`src/rtl/bus_conv_16to_48_pkg.sv`:
```
// Shared widths, FSM encoding and a lane-placement helper
// for the 16-to-48 bit packet packer.
package bus_conv_16to_48_pkg;

    localparam int DIN_W  = 16;
    localparam int LANES  = 3;
    localparam int DOUT_W = DIN_W * LANES;
    localparam int MTY_W  = 3;

    typedef enum logic {
        IDLE = 1'b0,
        PKT  = 1'b1
    } state_t;

    // Lane 0 occupies the most significant 16 bits of the word.
    function automatic logic [DOUT_W-1:0] placeLane(
        input logic [DOUT_W-1:0] base,
        input logic [DIN_W-1:0]  lane,
        input logic [1:0]        idx
    );
        logic [DOUT_W-1:0] word;
        word = base;
        for (int i = 0; i < LANES; i++) begin
            if (idx == 2'(i)) begin
                word[DOUT_W-1-i*DIN_W -: DIN_W] = lane;
            end
        end
        return word;
    endfunction

endpackage

```
`src/rtl/bus_conv_16to_48.sv`:
```
// Packs a 16-bit sop/eop/vld stream into 48-bit words (three lanes, MSB lane
// first) behind a single registered output stage with backpressure.
module bus_conv_16to_48
    import bus_conv_16to_48_pkg::*;
(
    input  logic              clk,
    input  logic              rst_n,
    input  logic [DIN_W-1:0]  din,
    input  logic              din_vld,
    input  logic              din_sop,
    input  logic              din_eop,
    output logic              din_rdy,
    output logic [DOUT_W-1:0] dout,
    output logic              dout_vld,
    output logic              dout_sop,
    output logic              dout_eop,
    output logic [MTY_W-1:0]  dout_mty,
    input  logic              b_rdy,
    output logic              err
);

    state_t              r_state;
    logic [1:0]          r_cnt;
    logic [DOUT_W-1:0]   r_acc;
    logic                r_sopPend;
    logic                r_rdyEn;
    logic [DOUT_W-1:0]   r_dout;
    logic                r_doutVld;
    logic                r_doutSop;
    logic                r_doutEop;
    logic [MTY_W-1:0]    r_doutMty;
    logic                r_err;

    logic                w_accept;
    logic                w_startPkt;
    logic                w_useBeat;
    logic                w_complete;
    logic                w_err;
    logic                w_wordSop;
    logic [1:0]          w_laneIdx;
    logic [DOUT_W-1:0]   w_base;
    logic [DOUT_W-1:0]   w_word;

    // r_rdyEn keeps din_rdy low while reset is applied and for the first edge after it.
    assign din_rdy  = r_rdyEn && (!r_doutVld || b_rdy);
    assign dout     = r_dout;
    assign dout_vld = r_doutVld;
    assign dout_sop = r_doutSop;
    assign dout_eop = r_doutEop;
    assign dout_mty = r_doutMty;
    assign err      = r_err;

    always_comb begin
        w_accept   = din_vld && din_rdy;
        w_startPkt = w_accept && din_sop;
        w_useBeat  = w_accept && (din_sop || r_state == PKT);
        w_err      = w_accept && (din_sop ? (r_state == PKT) : (r_state == IDLE));
        w_laneIdx  = w_startPkt ? 2'd0 : r_cnt;
        w_base     = w_startPkt ? '0 : r_acc;
        w_word     = placeLane(w_base, din, w_laneIdx);
        w_complete = w_useBeat && (w_laneIdx == 2'(LANES - 1) || din_eop);
        w_wordSop  = din_sop || r_sopPend;
    end

    // A sop in PKT simply restarts from lane 0, which discards the partial word.
    always_ff @(posedge clk or negedge rst_n) begin
        if (!rst_n) begin
            r_state   <= IDLE;
            r_cnt     <= '0;
            r_acc     <= '0;
            r_sopPend <= 1'b0;
            r_rdyEn   <= 1'b0;
            r_dout    <= '0;
            r_doutVld <= 1'b0;
            r_doutSop <= 1'b0;
            r_doutEop <= 1'b0;
            r_doutMty <= '0;
            r_err     <= 1'b0;
        end else begin
            r_rdyEn <= 1'b1;
            r_err   <= w_err;

            if (w_useBeat) begin
                if (w_complete) begin
                    r_acc     <= '0;
                    r_cnt     <= '0;
                    r_sopPend <= 1'b0;
                    r_state   <= din_eop ? IDLE : PKT;
                end else begin
                    r_acc     <= w_word;
                    r_cnt     <= w_laneIdx + 2'd1;
                    r_sopPend <= w_wordSop;
                    r_state   <= PKT;
                end
            end

            if (w_complete) begin
                r_dout    <= w_word;
                r_doutVld <= 1'b1;
                r_doutSop <= w_wordSop;
                r_doutEop <= din_eop;
                r_doutMty <= din_eop ? (MTY_W'(LANES - 1) - MTY_W'(w_laneIdx)) : '0;
            end else if (b_rdy) begin
                r_doutVld <= 1'b0;
                r_doutSop <= 1'b0;
                r_doutEop <= 1'b0;
                r_doutMty <= '0;
            end
        end
    end

endmodule

```
`config.mk`:
```
export PLATFORM = sky130hd
export DESIGN_NAME = bus_conv_16to_48
export DESIGN_NICKNAME = d
export VERILOG_FILES = /design/src/rtl/bus_conv_16to_48_pkg.sv /design/src/rtl/bus_conv_16to_48.sv
export SDC_FILE = /design/constraint.sdc
export NUM_CORES = 1
export LEC_CHECK = 0
export CAP_MARGIN = 10
export CORE_MARGIN = 2
export CORE_UTILIZATION = 50
export CTS_CLUSTER_DIAMETER = 50
export DETAILED_ROUTE_END_ITERATION = 7
export PLACE_DENSITY = 0.84
export SLEW_MARGIN = 25
export SYNTH_ARGS = -nofsm -noshare
export SYNTH_HDL_FRONTEND = slang
export SYNTH_SLANG_ARGS = --single-unit
export TNS_END_PERCENT = 100
```
`constraint.sdc`:
```
create_clock -name clk -period 4.6 [get_ports clk]
set_input_delay 0.46 -clock clk [delete_from_list [all_inputs] [get_ports clk]]
set_output_delay 0.46 -clock clk [all_outputs]
set_load 0.005 [all_outputs]
```
==> results.sh <==
export IMPL_status="complete, no violations"
export IMPL_crit_chain="clkdlybuf4s50_1 > nand2b_1 > nand3_1 > nand2_1 > inv_1 > ha_1 > or2_0 > o31ai_2 > buf_4 > a22o_1"
export IMPL_swShare_pct=31.1
export IMPL_hold_slack_ps=128
export IMPL_syn_num_nets=436
export IMPL_grt_pass1_vias=3354
export IMPL_max_cap_viol_count=0
export IMPL_p_leak_uw=0.00240
export IMPL_cp_required_ps=4900
export IMPL_synth_async_sr_flop_share_pct=100
export IMPL_synth_commonest_cells="dfrtp_1 (108), nor2_1 (54), nand2_1 (38)"
export IMPL_synth_seq_area_share_pct=59.4
export IMPL_cellPowerDensity_nw_per_um2=546
export IMPL_irDropWorstVdd_v=0.000259
export IMPL_cts_made_buffers=9
export IMPL_r2r_start="dout_vld"
export IMPL_fin_crit_sh_pct=68.9
export IMPL_syn_inst=410
export IMPL_drc=0
export IMPL_wl_per_cell_um=17.7
export IMPL_clk_pin_slew_ps=90
export IMPL_synth_area_um2=4550
export IMPL_place_gp_congestion=0.822
export IMPL_rsz0062_at_grt="false"
export IMPL_die_width_um=99.4
export IMPL_dr_first_iter_drc_count=244
export IMPL_cts_resized=0
export IMPL_hold_path_class="primary input to async pin"
export IMPL_start_kind="primary input"
export IMPL_synth_area_top_cells="dfrtp_1 (59%), a22o_1 (6.3%), nand3b_1 (5.3%)"
export IMPL_start_util_pct=52.0
export IMPL_fillers=681
export IMPL_hold_viol_final=0
export IMPL_internal_power_uw=2100
export IMPL_slew_headroom_pct=40.7
export IMPL_layout_drive_gt1_share_pct=6.64
export IMPL_core_area_um2=8760
export IMPL_path_max_fanout=10
export IMPL_layout_cells_non_filler=590
export IMPL_worstMarginPinSlew_ps=889
export IMPL_firstDrtPassIters=5
export IMPL_ys_ff_latch=108
export IMPL_slowest_stage="o31ai_2"
export IMPL_area_delta_synth_final_pct=22.6
export IMPL_synth_main_ff_cell="dfrtp_1"
export IMPL_ios=78
export IMPL_p_comb_share_pct=35.3
export IMPL_grt_pass1_wl_um=17300
export IMPL_via_count=3373
export IMPL_ctsHoldBuffers=0
export IMPL_io_buffer_count=77
export IMPL_seq_area_um2=2700
export IMPL_tns_ps=0
export IMPL_rows=34
export IMPL_cts_htree_levels=3
export IMPL_multi_input_area_um2=1710
export IMPL_ys_types=36
export IMPL_r2r_cells=9
export IMPL_clock_sinks=108
export IMPL_syn_area_per_cell_um2=11.1
export IMPL_final_setup_worst_slack_ps=1430
export IMPL_viasPerCell=5.72
export IMPL_fin_skew_ps=11.6
export IMPL_post_cts_buffers=0
export IMPL_clk_latency_ps=370
export IMPL_diodes=0
export IMPL_clock_root_buffer="clkbuf_8"
export IMPL_reg2reg_slack_ps=1710
export IMPL_clockPowerShare_pct=18.7
export IMPL_grt_max_degree=84
export IMPL_hpwl_um=6920
export IMPL_place_ws_ps=906
export IMPL_finalSetupViolCount=0
export IMPL_yosysMostFrequentCell="dfrtp_1"
export IMPL_ys_warnings_count=0
export IMPL_die_area_um2=9890
export IMPL_antenna_found_initial=0
export IMPL_nets=503
export IMPL_dp_cells=574
export IMPL_critPathLaunch="b_rdy"
export IMPL_p_sw_uw=948
export IMPL_die_h_um=99.4
export IMPL_crit_type="primary input to flop"
export IMPL_netlist_top_cell_by_area="dfrtp_1"
export IMPL_synth_top_area_share_pct=59.4
export IMPL_cp_end_kind="flop"
export IMPL_clock_fmax_mhz=316
export IMPL_wl_um=10500
export IMPL_critPathArrivalTime_ps=3470
export IMPL_grt_use_total_pct=22.2
export IMPL_worstReg2RegEnd="r_acc[44]"
export IMPL_cpPeakStageDelay_ps=610
export IMPL_period_needed_ps=3170
export IMPL_clock_path_buffers=2
export IMPL_drv_slew=0
export IMPL_overflow=0
export IMPL_ant_nets=0
export IMPL_p_seq_share_pct=46.0
export IMPL_cts_tree="done"
export IMPL_synth_edf_count=0
==> final cells by class <==
cell class,instances,share of cell area [%]
Clock inverter,7,1.21
Sequential cell,108,48.4
Multi-Input combinational cell,269,30.6
Inverter,5,0.336
Tap cell,108,2.42
Clock buffer,9,2.22
Timing Repair Buffer,84,14.8
==> critical path, delay by kind of cell <==
family	cells	cell delay [ps]
AOI/OAI and AO/OA	2	750
adders and majority gates	1	230
buffers and inverters	3	890
and+or+nand+nor	4	1130
==> per-layer routing <==
layer / vias to the layer above / wire length [um] / track usage, %
met2: 106 / 5000 / 33.6
met4: 0 / 219 / 9.06
li1: 1577 / - / -
met5: - / 0 / 0
met3: 20 / 507 / 3.30
met1: 1670 / 4740 / 32.6
==> flip-flops by register name, summed over array words and instances, names as in the netlist <==
name	count
r_cnt	2
r_state	1
dout_vld	1
dout_eop	1
r_rdyEn	1
dout_sop	1
r_acc	48
dout	48
err	1
dout_mty	3
r_sopPend	1
==> kinds of logic (layout without fill, tap and decap cells) <==
| group | count (synthesis) | after routing | share of synthesized area (%) |
|---|---|---|---|
| AO/OA/AOI/OAI | 95 | 95 | 15.4 |
| adder cells (fa/ha/maj) | 4 | 4 | 1.10 |
| buffers and inverters | 33 | 105 | 3.46 |
| flip-flops | 108 | 108 | 59.4 |
| multiplexers | 16 | 16 | 3.52 |
| other | 1 | 1 | 0.0824 |
| AND/OR/NAND/NOR | 153 | 153 | 17.1 |
==> power groups by stage <==
stage	Combinational [uW]	Clock [uW]	Sequential, uW
6_report	1080	570	1400
5_1_grt	1180	610	1440
4_1_cts	1090	577	1400
3_5_place_dp	1080	0	1420
3_3_place_gp	1050	0	1410
2_1_floorplan	508	0	1400
==> per-stage QoR <==
stage               cell area (um2)  total power [uW]  utilization [%]
floorplan                      4550              1910                -
finish                         5580              3050             63.7
global route                   5580              3230             63.7
global placement               5380              2460             61.4
CTS                            5570              3070             63.5
detailed placement             5380              2500             61.4
==> layout by cell type (no fill, tap or decap), types with 5 or more instances in the layout <==
master	n
a21oi_1	19
nor2b_1	16
nand3b_1	32
inv_1	5
dfrtp_1	108
buf_4	7
nor2_1	54
a31oi_1	32
clkbuf_8	9
clkdlybuf4s50_1	76
mux2i_1	16
nand2_1	38
a22o_1	33
==> worst max-delay path by stage <==
| stage | to | slack (ps) | depth (start not counted) |
|---|---|---|---|
| final | r_acc[44] | 1430 | 10 |
| after global routing | r_acc[44] | 1080 | 10 |
| after CTS | r_acc[16] | 1280 | 9 |
| after detailed placement | r_acc[27] | 910 | 9 |
| after global placement | r_acc[29] | 1120 | 9 |
| after floorplan | r_acc[37] | 1900 | 10 |
(Power assumes the default switching activity.)
